**src/rtl/seg_scan_display_if.sv**
```systemverilog
// Capture/status bundle between the result bus and the display driver.
// The datapath drives value/load/sign_en; the driver reports busy/ovf.
interface seg_scan_display_if #(
  parameter int WIDTH = 8
);
  logic [WIDTH-1:0] value;
  logic             load;
  logic             sign_en;
  logic             busy;
  logic             ovf;

  modport master (
    output value, load, sign_en,
    input  busy, ovf
  );

  modport slave (
    input  value, load, sign_en,
    output busy, ovf
  );
endinterface

```
**src/rtl/seg_scan_display.sv**
```systemverilog
// Multiplexed common-anode seven-segment driver with a serial
// double-dabble binary-to-BCD converter and sign/overflow handling.
module seg_scan_display #(
  parameter int DIGITS = 4,
  parameter int WIDTH  = 8,
  parameter int DIV    = 32
)(
  input  logic              clk,
  input  logic              rst_n,
  seg_scan_display_if.slave bus,
  output logic [6:0]        seg,
  output logic [DIGITS-1:0] an
);

  localparam int ND = (WIDTH * 302 + 999) / 1000 + 1;
  localparam int BW = ND * 4;
  localparam int CW = $clog2(DIV);
  localparam int IW = $clog2(DIGITS);
  localparam int KW = $clog2(WIDTH + 1);

  localparam logic [6:0] G_DASH  = 7'b0111111;
  localparam logic [6:0] G_E     = 7'b0000110;
  localparam logic [6:0] G_BLANK = 7'b1111111;

  typedef enum logic [1:0] {
    S_IDLE,
    S_CONV,
    S_COMMIT
  } state_t;

  state_t           r_state, w_next;
  logic [WIDTH-1:0] r_mag;
  logic [BW-1:0]    r_bcd;
  logic [KW-1:0]    r_bit;
  logic             r_sen, r_negc;
  logic [BW-1:0]    r_dig;
  logic             r_neg, r_sgn, r_ovf;
  logic [CW-1:0]    r_cnt;
  logic [IW-1:0]    r_idx;
  logic [6:0]       r_seg;
  logic [DIGITS-1:0] r_an;
  logic             w_ovf, w_nz, w_isneg;
  logic [3:0]       w_dsel;
  logic [6:0]       w_glyph;
  logic [WIDTH-1:0] w_negv;

  function automatic logic [6:0] f_seg(input logic [3:0] d);
    case (d)
      4'd0:    return 7'b1000000;
      4'd1:    return 7'b1111001;
      4'd2:    return 7'b0100100;
      4'd3:    return 7'b0110000;
      4'd4:    return 7'b0011001;
      4'd5:    return 7'b0010010;
      4'd6:    return 7'b0000010;
      4'd7:    return 7'b1111000;
      4'd8:    return 7'b0000000;
      4'd9:    return 7'b0010000;
      default: return G_BLANK;
    endcase
  endfunction

  // Add-3 on every nibble >= 5, then shift one magnitude bit in.
  function automatic logic [BW-1:0] f_step(
    input logic [BW-1:0] b,
    input logic          s
  );
    logic [BW-1:0] a;
    for (int i = 0; i < ND; i++)
      a[i*4 +: 4] = (b[i*4 +: 4] >= 4'd5) ?
                    b[i*4 +: 4] + 4'd3 : b[i*4 +: 4];
    return {a[BW-2:0], s};
  endfunction

  assign w_isneg  = bus.sign_en & bus.value[WIDTH-1];
  assign w_negv   = -bus.value;
  assign bus.busy = (r_state != S_IDLE);
  assign bus.ovf  = r_ovf;
  assign seg      = r_seg;
  assign an       = r_an;

  always_comb begin
    w_next = r_state;
    unique case (r_state)
      S_IDLE:   if (bus.load) w_next = S_CONV;
      S_CONV:   if (r_bit == KW'(WIDTH - 1)) w_next = S_COMMIT;
      S_COMMIT: w_next = S_IDLE;
      default:  w_next = S_IDLE;
    endcase
  end

  always_ff @(posedge clk or negedge rst_n) begin
    if (!rst_n) r_state <= S_IDLE;
    else        r_state <= w_next;
  end

  always_comb begin
    w_ovf = 1'b0;
    for (int i = 0; i < ND; i++)
      if (i >= (r_sen ? DIGITS - 1 : DIGITS) &&
          r_bcd[i*4 +: 4] != 4'd0)
        w_ovf = 1'b1;
  end

  always_ff @(posedge clk or negedge rst_n) begin
    if (!rst_n) begin
      r_mag  <= '0;
      r_bcd  <= '0;
      r_bit  <= '0;
      r_sen  <= 1'b0;
      r_negc <= 1'b0;
      r_dig  <= '0;
      r_neg  <= 1'b0;
      r_sgn  <= 1'b0;
      r_ovf  <= 1'b0;
    end else begin
      unique case (r_state)
        S_IDLE: if (bus.load) begin
          r_sen  <= bus.sign_en;
          r_negc <= w_isneg;
          r_mag  <= w_isneg ? w_negv : bus.value;
          r_bcd  <= '0;
          r_bit  <= '0;
        end
        S_CONV: begin
          r_bcd <= f_step(r_bcd, r_mag[WIDTH-1]);
          r_mag <= r_mag << 1;
          r_bit <= r_bit + 1'b1;
        end
        S_COMMIT: begin
          r_dig <= r_bcd;
          r_neg <= r_negc;
          r_sgn <= r_sen;
          r_ovf <= w_ovf;
        end
        default: ;
      endcase
    end
  end

  always_comb begin
    w_dsel = 4'd0;
    w_nz   = 1'b0;
    for (int i = 0; i < ND; i++) begin
      if (i == int'(r_idx)) w_dsel = r_dig[i*4 +: 4];
      if (i >= int'(r_idx) && r_dig[i*4 +: 4] != 4'd0)
        w_nz = 1'b1;
    end
  end

  always_comb begin
    w_glyph = G_BLANK;
    if (r_ovf) begin
      if (r_idx == '0) w_glyph = G_E;
    end else if (r_sgn && int'(r_idx) == DIGITS - 1) begin
      if (r_neg) w_glyph = G_DASH;
    end else if (r_idx == '0 || w_nz) begin
      w_glyph = f_seg(w_dsel);
    end
  end

  // Two dark cycles at the start of every slot hide ghosting.
  always_ff @(posedge clk or negedge rst_n) begin
    if (!rst_n) begin
      r_cnt <= '0;
      r_idx <= '0;
      r_an  <= '1;
      r_seg <= G_BLANK;
    end else begin
      if (r_cnt == CW'(DIV - 1)) begin
        r_cnt <= '0;
        r_idx <= (r_idx == IW'(DIGITS - 1)) ?
                 '0 : r_idx + 1'b1;
      end else begin
        r_cnt <= r_cnt + 1'b1;
      end
      if (r_cnt < CW'(2)) begin
        r_an  <= '1;
        r_seg <= G_BLANK;
      end else begin
        r_an  <= ~(DIGITS'(1) << r_idx);
        r_seg <= w_glyph;
      end
    end
  end

endmodule

```
**src/flat_wrapper.sv**
```systemverilog
// flat-port wrapper written by rule: the top's interface ports become plain ports
module seg_scan_display_flat 
#(
  parameter int DIGITS = 4,
  parameter int WIDTH  = 8,
  parameter int DIV    = 32
)
  (clk, rst_n, seg, an, bus_value, bus_load, bus_sign_en, bus_busy, bus_ovf);
  seg_scan_display_if #(.WIDTH(WIDTH)) bus_i ();
  input  logic clk;
  input  logic rst_n;
  output logic [6:0] seg;
  output logic [DIGITS-1:0] an;
  input wire logic [$bits(bus_i.value)-1:0] bus_value;
  input wire logic [$bits(bus_i.load)-1:0] bus_load;
  input wire logic [$bits(bus_i.sign_en)-1:0] bus_sign_en;
  output wire logic [$bits(bus_i.busy)-1:0] bus_busy;
  output wire logic [$bits(bus_i.ovf)-1:0] bus_ovf;
  assign bus_i.value = bus_value;
  assign bus_i.load = bus_load;
  assign bus_i.sign_en = bus_sign_en;
  assign bus_busy = bus_i.busy;
  assign bus_ovf = bus_i.ovf;
  seg_scan_display #(.DIGITS(DIGITS), .WIDTH(WIDTH), .DIV(DIV)) u_core (.clk(clk), .rst_n(rst_n), .bus(bus_i), .seg(seg), .an(an));
endmodule
```
**config.mk**
```make
export PLATFORM = sky130hd
export DESIGN_NAME = seg_scan_display_flat
export DESIGN_NICKNAME = d
export VERILOG_FILES = /design/src/rtl/seg_scan_display_if.sv /design/src/rtl/seg_scan_display.sv /design/src/flat_wrapper.sv
export SDC_FILE = /design/constraint.sdc
export NUM_CORES = 1
export LEC_CHECK = 0
export ABC_AREA = 1
export CAP_MARGIN = 30
export CORE_ASPECT_RATIO = 1.1
export CORE_UTILIZATION = 59
export DETAILED_ROUTE_END_ITERATION = 7
export PLACE_DENSITY = 0.87
export SYNTH_ARGS = -nofsm -noshare
export SYNTH_HDL_FRONTEND = slang
export SYNTH_SLANG_ARGS = --single-unit
```
**constraint.sdc**
```tcl
create_clock -name clk -period 2.35 [get_ports clk]
set_input_delay 0.5875 -clock clk [delete_from_list [all_inputs] [get_ports clk]]
set_output_delay 0.5875 -clock clk [all_outputs]
set_load 0.02 [all_outputs]
```
==> results of run 1 <==
[logic make-up after synthesis]
logic type / share of synthesized area, %
xor+xnor: 1.49
fa+ha+maj: 6.39
compound gates: 14.4
simple gates: 21.1
mux: 0.284
flops: 49.3
buf+inv: 7.02
[synthesized netlist by cell type, types with 3 or more instances]
cell type	number	area share, %
nand2_4	3	0.96
clkbuf_1	4	0.43
nand3_1	23	3.3
ha_1	18	6.4
buf_2	5	0.71
o21ai_1	4	0.57
o32ai_1	3	0.75
inv_2	8	0.85
dfstp_2	11	8.2
a22oi_1	7	1.5
o21ai_0	48	6.8
inv_1	43	4.6
dfrtp_1	58	41
nand2_2	4	0.71
xor2_1	6	1.5
nand2_1	106	11
o22ai_1	6	1.1
nor2_1	26	2.8
a21oi_1	10	1.4
[state kept, by name, indices dropped and copies added (netlist names)]
signal,cells
u_core.an,4
u_core.bus.ovf,1
u_core.r_bcd,16
u_core.r_bit,4
u_core.r_cnt,5
u_core.r_dig,16
u_core.r_idx,2
u_core.r_mag,8
u_core.r_neg,1
u_core.r_negc,1
u_core.r_sen,1
u_core.r_sgn,1
u_core.r_state,2
u_core.seg,7
[power by group through the flow]
stage / logic [uW] / registers [uW] / clock network [uW]
after detailed placement: 2370 / 1990 / 0
final: 2400 / 1980 / 1020
after CTS: 2390 / 1980 / 1020
after global routing: 2750 / 2040 / 1080
after floorplan: 1680 / 2000 / 0
after global placement: 2250 / 1970 / 0
[layer usage]
metal,up-vias,share of wire [%],GRT usage [%]
li1,1422,-,-
met1,1400,43,32.4
met2,71,51,44.1
met3,15,3.4,4.61
met4,0,2.4,11.8
met5,-,0,0
[cells in the final DEF (no fill, tap or decap), types with 3 or more instances in the layout]
cell type        Yosys  routed
o32ai_1              3       3
a21oi_1             10      10
a22oi_1              7       7
nand2_4              3       3
buf_4                1       5
clkbuf_8             0      12
o22ai_1              6       6
dfrtp_1             58      58
nand2_1            106     106
clkbuf_1             4       3
clkdlybuf4s50_1      0      23
inv_1               43      43
nand2_2              4       4
nand3_1             23      23
o21ai_1              4       4
xor2_1               6       6
o21ai_0             48      48
inv_2                8       8
ha_1                18      18
dfstp_2             11      11
nor2_1              26      26
[worst max-delay path, delay by kind of cell (launching register included)]
kind	cells	cell delay, ns
buffers and inverters	2	0.60
flip-flops	1	0.39
AND/OR/NAND/NOR	1	0.16
[final timing paths]
check | depth (start not counted) | endpoint | slack (ns) | startpoint
worst max-delay path | 3 | bus_busy | 0.25 | u_core.r_state[0]
worst min-delay path | 1 | u_core.r_cnt[0] | 0.17 | rst_n
worst max register to register | 14 | u_core.seg[3] | 0.34 | u_core.r_idx[1]
worst min register to register | 1 | u_core.r_cnt[0] | 0.47 | u_core.r_cnt[0]
max in group asynchronous | 2 | u_core.r_bcd[12] | 1.57 | rst_n
min in group clk | 1 | u_core.r_cnt[0] | 0.47 | u_core.r_cnt[0]
[area by class of cell]
class / instances / area (sq um)
clock buffers: 15 / 176
clock inverters: 1 / 30.0
fillers: 421 / 1690
inverters: 52 / 200
multi-input cells: 285 / 1540
flip-flops and latches: 69 / 1740
well taps: 77 / 96.3
repair buffers: 30 / 293
[metrics by stage]
step / cell area, sq um / worst slack [ns] / util (%) / hold WS [ns] / instances
4_1_cts: 4080 / 0.246 / 70.6 / 0.181 / 529
2_1_floorplan: 3530 / 0.572 / - / 0.292 / 416
6_report: 4080 / 0.248 / 70.6 / 0.169 / 529
5_1_grt: 4080 / 0.150 / 70.6 / 0.194 / 529
3_3_place_gp: 3870 / 0.458 / 67.1 / 0.452 / 513
3_5_place_dp: 3870 / 0.359 / 67.1 / 0.472 / 513
==> metrics.csv, run 1 <==
stage;metric;value;unit
yosys;sequential element share of the synthesized area;49.3;%
yosys;prevailing post-synth register cell;dfrtp_1;
die;Rows;29;
die;core footprint;5770;sq um
global_route;vias in the first global route;2850;
critical_path;WS Path Type;flop to output pin;
drt;Starting DRT DRC Count;209;
sta;Slew Limit Fails;0;
global_route;antenna violations before repair;0;
die;die height;83.1;um
sta;final hold violation count;0;
critical_path;nature of the critical path startpoint;flop;
clocking;clock slew at reported path FFs;0.08;ns
finish;NumNets Final;477;
finish;share of layout cells above drive strength 1;11.7;%
sta;fin crit period;2.10;ns
sta;setup TNS;0;ns
power;Static Leakage;0.00201;uW
drt;Avg WL per Cell;13.3;um
yosys;Ys Warns;0;
power;Gate power share;44.4;%
sta;RSZ-0062 raised after global routing;no;
power;part of the power in registers;36.7;%
clocking;Worst-Skew Late Latency;0.36;ns
clocking;CTS Hold Buffers Added;0;
critical_path;worst-path cell chain;nor2_1 > inv_1 > clkdlybuf4s50_1;
clocking;number of H-tree levels;3;
critical_path;WP data arrival;1.51;ns
flow_run;maxcap violations;0;
clocking;maximum clock path buffer count;2;
global_route;gr ovfl total;0;
placement;RePlAce Congestion;0.888;
sta;Final Cycle Share;89.5;%
die;die width;75.7;um
yosys;share of flip-flops with an asynchronous set or reset;100;%
yosys;Avg Cell Area, Syn;8.48;sq um
yosys;EDFF count, synth;0;
clocking;post-CTS sizing;0;
critical_path;CP max stage delay;0.54;ns
drt;Total Wirelength;7.03;mm
worst_hold_path;Hold Path Class;primary input to async pin;
clocking;TritonCTS clock tree;done;
drt;Routed Antenna Nets;0;
clocking;TritonCTS Sinks;69;
power;PD cells;1330;nW/um^2
yosys;Post-Syn Area;3530;sq um
sta;Clock Skews;0.0123;ns
power;internal power;3200;uW
placement;I/O Buffers;24;
clocking;postcts setup bufs;0;
power;clock share of power;18.9;%
power;worst vdd ir;0.697;mV
clocking;clk root buf;clkbuf_8;
critical_path;CP Capture Type;output pin;
global_route;largest net degree at the start of global routing;51;
yosys;unique cell type count in the Yosys netlist;38;
sta;Max-Slew Margin vs Limit;69.5;%
yosys;Seq cells post-synth;69;
critical_path;Max stage delay cell, worst path;clkdlybuf4s50_1;
critical_path;CP required;1.76;ns
sta;FMAX;0.476;GHz
finish;Area Overhead vs Synth;15.5;%
finish;Diodes inserted;0;
power;P_sw;2200;uW
drt;Residual DRC;0;
drt;DR vias;2908;
die;Die Footprint;6290;sq um
power;Net Sw Frac;40.8;%
sta;worst-margin pin slew;0.456;ns
die;I/O pins;25;
critical_path;Critical Path Fanout Max;2;
drt;drt first pass iters;5;
yosys;syn_nets;446;
drt;routed vias/inst;5.50;
clocking;Inserted Clock Buffers;9;
power;total power draw;5400;uW
die;Initial Util;61.1;%
yosys;Synth Instances;416;
global_route;first-pass GRT wire length;12.5;mm
run_status;status;completed;
global_route;All-Layer GR Usage;26.3;%
placement;post-DP HPWL;5.02;mm
sta;count of endpoints failing setup in the final report;0;
No activity file was read; power rests on OpenSTA's default activity.
==> inputs of run 2 (changes only) <==
--- a/config.mk
+++ b/config.mk
@@ -7,10 +7,12 @@
 export LEC_CHECK = 0
 export ABC_AREA = 1
 export CAP_MARGIN = 30
+export CELL_PAD_IN_SITES_DETAIL_PLACEMENT = 0
+export CELL_PAD_IN_SITES_GLOBAL_PLACEMENT = 1
 export CORE_ASPECT_RATIO = 1.1
-export CORE_UTILIZATION = 59
+export CORE_UTILIZATION = 44
 export DETAILED_ROUTE_END_ITERATION = 7
-export PLACE_DENSITY = 0.87
+export PLACE_DENSITY = 0.86
 export SYNTH_ARGS = -nofsm -noshare
 export SYNTH_HDL_FRONTEND = slang
 export SYNTH_SLANG_ARGS = --single-unit
==> metrics.csv, run 2 (same netlist as run 1, synthesis figures left out) <==
stage;metric;value;unit;change
run_status;status;completed;;
placement;I/O Buffers;24;;unchanged
die;Die Footprint;8380;sq um;+33%
global_route;vias in the first global route;2788;;-2.2%
sta;Final Cycle Share;87.2;%;-2.3 points
critical_path;CP Capture Type;output pin;;
sta;Clock Skews;0.00330;ns;-0.00905 ns
power;Static Leakage;0.00203;uW;+0.83%
drt;Routed Antenna Nets;0;;unchanged
critical_path;Critical Path Fanout Max;3;;+1
sta;count of endpoints failing setup in the final report;0;;unchanged
clocking;TritonCTS Sinks;69;;unchanged
clocking;post-CTS sizing;0;;unchanged
sta;setup TNS;0;ns;unchanged
global_route;All-Layer GR Usage;18.6;%;-7.7 points
drt;Total Wirelength;6.70;mm;-4.7%
critical_path;nature of the critical path startpoint;flop;;
power;Gate power share;42.7;%;-1.7 points
global_route;antenna violations before repair;0;;unchanged
die;die height;95.9;um;+15%
finish;Final Util;54.5;%;-16 points
finish;NumNets Final;477;;unchanged
finish;Diodes inserted;0;;unchanged
global_route;first-pass GRT wire length;12.2;mm;-3.0%
clocking;clk root buf;clkbuf_8;;
power;worst vdd ir;0.675;mV;-3.2%
sta;final hold violation count;0;;unchanged
clocking;maximum clock path buffer count;2;;unchanged
sta;Fin Hold WS;0.264;ns;+0.0945 ns
finish;commonest cells after routing, fill and taps aside;106 x nand2_1, 58 x dfrtp_1, 48 x o21ai_0;;
clocking;number of H-tree levels;3;;unchanged
finish;largest registers;u_core.r_bcd: 16 flops, u_core.r_dig: 16 flops, u_core.r_mag: 8 flops;;
sta;worst-margin pin slew;0.467;ns;+0.0108 ns
clocking;TritonCTS clock tree;done;;
drt;Avg WL per Cell;12.0;um;-9.5%
finish;Area Overhead vs Synth;17.5;%;
clocking;Worst-Skew Late Latency;0.34;ns;-0.02 ns
sta;Max-Slew Margin vs Limit;68.7;%;-0.76 points
global_route;largest net degree at the start of global routing;70;;+37%
clocking;CTS Hold Buffers Added;0;;unchanged
finish;final non-filler cell total;557;;+5.3%
worst_hold_path;Hold Path Class;primary input to async pin;;
placement;post-DP HPWL;4.87;mm;-3.0%
placement;RePlAce Congestion;0.856;;-3.6%
drt;Residual DRC;0;;unchanged
power;P_sw;2130;uW;-3.5%
sta;Slew Limit Fails;0;;unchanged
finish;share of layout cells above drive strength 1;11.9;%;+0.22 points
power;internal power;3340;uW;+4.7%
die;I/O pins;25;;unchanged
sta;FMAX;0.488;GHz;+2.6%
critical_path;WS Path Type;flop to output pin;;
placement;DP Cell Count;541;;+5.5%
drt;routed vias/inst;5.07;;-7.8%
sta;RSZ-0062 raised after global routing;no;;
die;Rows;33;;+14%
power;clock share of power;21.3;%;+2.4 points
power;PD cells;1320;nW/um^2;-0.32%
critical_path;CP required;1.76;ns;about the same
clocking;Inserted Clock Buffers;9;;unchanged
global_route;gr ovfl total;0;;unchanged
drt;drt first pass iters;4;;-1
die;Initial Util;46.4;%;-15 points
clocking;postcts setup bufs;0;;unchanged
sta;fin crit period;2.05;ns;-0.0533 ns
die;die width;87.4;um;+15%
drt;Starting DRT DRC Count;144;;-31%
power;Net Sw Frac;38.9;%;-1.9 points
drt;DR vias;2823;;-2.9%
power;total power draw;5470;uW;+1.4%
die;core footprint;7600;sq um;+32%
critical_path;WP data arrival;1.46;ns;-0.05 ns
clocking;clock slew at reported path FFs;0.07;ns;about the same
finish;leading cell type in the layout, fill and taps excluded;nand2_1;;
power;part of the power in registers;36.0;%;-0.7 points
flow_run;maxcap violations;0;;unchanged
run 2: cell count changes in the layout (fill, tap and decap cells not counted), sizes merged:
| cell | previous run | this run |
|---|---|---|
| bufinv | 1 | 3 |
| clkbuf | 15 | 12 |
| clkinv | 1 | 2 |
run 2: layout make-up:
type,instances,area (sq um)
clock buffers,12,145
clock inverters,4,95.1
fillers,751,3450
inverters,52,200
multi-input cells,285,1540
flip-flops and latches,69,1740
well taps,105,131
repair buffers,30,293
run 2: path summary, 6_finish.rpt:
path,cells after the start,slack [ns],endpoint,startpoint
max in group asynchronous,2,1.77,u_core.seg[6],rst_n
setup reg to reg,13,0.41,u_core.seg[3],u_core.r_idx[0]
hold reg to reg,1,0.46,u_core.r_cnt[0],u_core.r_cnt[0]
hold / removal,2,0.26,u_core.r_cnt[2],rst_n
min in group clk,1,0.46,u_core.r_cnt[0],u_core.r_cnt[0]
setup / recovery,3,0.30,bus_busy,u_core.r_state[1]
run 2: power groups by stage:
stage | sequential (uW) | combinational, uW | clock [uW]
finish | 1970 | 2340 | 1160
global route | 2020 | 2760 | 1250
CTS | 1970 | 2370 | 1190
detailed placement | 1990 | 2350 | 0
global placement | 1980 | 2320 | 0
floorplan | 2000 | 1680 | 0
run 2: per-stage QoR:
stage	instance area, sq um	setup slack, ns
4_1_cts	4140	0.279
3_5_place_dp	3900	0.387
3_3_place_gp	3900	0.429
2_1_floorplan	3530	0.572
6_report	4140	0.301
5_1_grt	4140	0.171
run 2: layer usage:
metal	GRT usage, %	vias up	part of all wire, %
met5	0	-	0
met4	8.61	0	2.1
met3	3.00	17	2.3
met2	32.2	38	49
met1	22.6	1346	47
li1	-	1422	-
run 2: critical path, stage by stage (launching register included):
cell,delay [ns]
dfrtp_1,0.39
nor2_1,0.15
inv_1,0.06
clkdlybuf4s50_1,0.53
==> inputs of run 3 (changes only) <==
--- a/config.mk
+++ b/config.mk
@@ -12,6 +12,8 @@
 export CORE_ASPECT_RATIO = 1.1
 export CORE_UTILIZATION = 44
 export DETAILED_ROUTE_END_ITERATION = 7
+export HOLD_SLACK_MARGIN = 0.03
+export MAX_ROUTING_LAYER = met4
 export PLACE_DENSITY = 0.86
 export SYNTH_ARGS = -nofsm -noshare
 export SYNTH_HDL_FRONTEND = slang
==> metrics.csv, run 3 (same netlist as run 1, synthesis figures left out) <==
stage;metric;value;unit;change
critical_path;Worst R2R Setup Slack;0.41;ns;about the same
drt;Starting DRT DRC Count;147;;+2.1%
clocking;TritonCTS clock tree;done;;
clocking;Worst-Skew Late Latency;0.34;ns;about the same
sta;Slew Limit Fails;0;;unchanged
drt;met2 routed WL;3.32;mm;+1.9%
clocking;post-CTS sizing;0;;unchanged
placement;DP Cell Count;541;;unchanged
sta;Clock Skews;0.00292;ns;-0.000370 ns
worst_hold_path;Hold Path Class;primary input to async pin;;
global_route;first-pass GRT wire length;12.1;mm;about the same
global_route;antenna violations before repair;0;;unchanged
power;PD cells;1320;nW/um^2;+0.11%
global_route;gr ovfl total;0;;unchanged
clocking;number of H-tree levels;3;;unchanged
drt;Total Wirelength;6.73;mm;+0.46%
sta;setup TNS;0;ns;unchanged
global_route;All-Layer GR Usage;19.2;%;+0.64 points
drt;Avg WL per Cell;12.1;um;+0.46%
finish;final non-filler cell total;557;;unchanged
placement;Post-DP Area;3900;sq um;unchanged
die;Rows;33;;unchanged
power;Static Leakage;0.00203;uW;unchanged
die;die width;87.4;um;unchanged
clocking;maximum clock path buffer count;2;;unchanged
sta;RSZ-0062 raised after global routing;no;;
clocking;clk root buf;clkbuf_8;;
clocking;CTS Hold Buffers Added;0;;unchanged
clocking;postcts setup bufs;0;;unchanged
sta;FMAX;0.487;GHz;-0.21%
drt;routed vias/inst;5.06;;-0.25%
drt;Residual DRC;0;;unchanged
finish;Area Overhead vs Synth;17.5;%;unchanged
critical_path;nature of the critical path startpoint;flop;;
die;core footprint;7600;sq um;unchanged
finish;leading cell type in the layout, fill and taps excluded;nand2_1;;
placement;post-DP HPWL;4.87;mm;unchanged
placement;I/O Buffers;24;;unchanged
run_status;status;completed;;
critical_path;reg-to-reg startpoint;u_core.r_idx[0];;
critical_path;r2r endpoint;u_core.seg[3];;
drt;drt first pass iters;4;;unchanged
die;die height;95.9;um;unchanged
finish;commonest cells after routing, fill and taps aside;106 x nand2_1, 58 x dfrtp_1, 48 x o21ai_0;;
critical_path;CP endpoint;bus_busy;;
finish;NumNets Final;477;;unchanged
clocking;Inserted Clock Buffers;9;;unchanged
clocking;TritonCTS Sinks;69;;unchanged
die;I/O pins;25;;unchanged
finish;largest registers;u_core.r_bcd: 16 flops, u_core.r_dig: 16 flops, u_core.r_mag: 8 flops;;
sta;final hold violation count;0;;unchanged
sta;Max-Slew Margin vs Limit;68.8;%;about the same
sta;fin crit period;2.05;ns;+0.00425 ns
clocking;clock slew at reported path FFs;0.07;ns;about the same
global_route;largest net degree at the start of global routing;70;;unchanged
finish;share of layout cells above drive strength 1;11.9;%;unchanged
die;Initial Util;46.4;%;unchanged
critical_path;reg2reg path depth;13;;unchanged
critical_path;Worst Setup SP;u_core.r_state[1];;
drt;M1 wire length;3.13;mm;-0.35%
critical_path;CP required;1.76;ns;about the same
finish;Diodes inserted;0;;unchanged
critical_path;CP Capture Type;output pin;;
drt;DR vias;2816;;-0.25%
sta;worst-margin pin slew;0.466;ns;-0.000768 ns
finish;post-route cell area;4140;sq um;unchanged
sta;count of endpoints failing setup in the final report;0;;unchanged
critical_path;Critical Path Fanout Max;3;;unchanged
drt;Max Used Layer;met4;;
drt;routed wl met3;185;um;+23%
critical_path;WP data arrival;1.47;ns;about the same
sta;Final Cycle Share;87.4;%;+0.18 points
critical_path;WS Path Type;flop to output pin;;
flow_run;maxcap violations;0;;unchanged
die;Die Footprint;8380;sq um;unchanged
global_route;vias in the first global route;2791;;+0.11%
drt;Routed Antenna Nets;0;;unchanged
placement;RePlAce Congestion;0.870;;+1.6%
power;worst vdd ir;0.676;mV;about the same
finish;fill count;751;;unchanged
run 3: cell counts in the layout (fill, tap and decap cells not counted):
Identical to the previous run, type by type.
run 3: how the worst min path moves through the flow:
stage	from	to	slack [ns]	depth (start not counted)
floorplan	rst_n	u_core.bus.ovf	0.29	0
global placement	u_core.r_cnt[0]	u_core.r_cnt[0]	0.45	1
detailed placement	u_core.r_cnt[0]	u_core.r_cnt[0]	0.45	1
CTS	rst_n	u_core.r_cnt[2]	0.27	2
global route	rst_n	u_core.r_cnt[3]	0.27	2
finish	rst_n	u_core.r_cnt[2]	0.26	2
run 3: worst max-delay path, stage by stage (launching register included):
cell             delay [ns]
dfrtp_1                0.39
nor2_1                 0.15
inv_1                  0.06
clkdlybuf4s50_1        0.53
run 3: report_power, final:
part / switching [uW] / internal, uW / leakage, uW
clock network: 434 / 733 / 0.000121
logic: 1430 / 911 / 0.00105
registers: 269 / 1700 / 0.000853
run 3: final cells by class:
cell class | count | area (sq um) | share of cell area, %
clock buffer | 12 | 145 | 3.50
clock inverter | 4 | 95.1 | 2.29
inverter | 52 | 200 | 4.83
multi-input combinational | 285 | 1540 | 37.1
sequential | 69 | 1740 | 42.0
tap | 105 | 131 | 3.17
timing repair buffer | 30 | 293 | 7.07
run 3: stage by stage:
stage	util (%)	total power (uW)	worst slack, ns	hold slack, ns
finish	54.5	5480	0.297	0.258
global route	54.5	6030	0.171	0.271
CTS	54.5	5530	0.279	0.271
detailed placement	51.4	4340	0.387	0.454
global placement	51.4	4300	0.429	0.448
floorplan	-	3680	0.572	0.292
run 3: routing by layer:
| layer | GRT usage (%) | vias up |
|---|---|---|
| li1 | - | 1422 |
| met4 | 7.38 | 0 |
| met1 | 22.6 | 1345 |
| met5 | - | - |
| met2 | 32.2 | 38 |
| met3 | 4.29 | 11 |
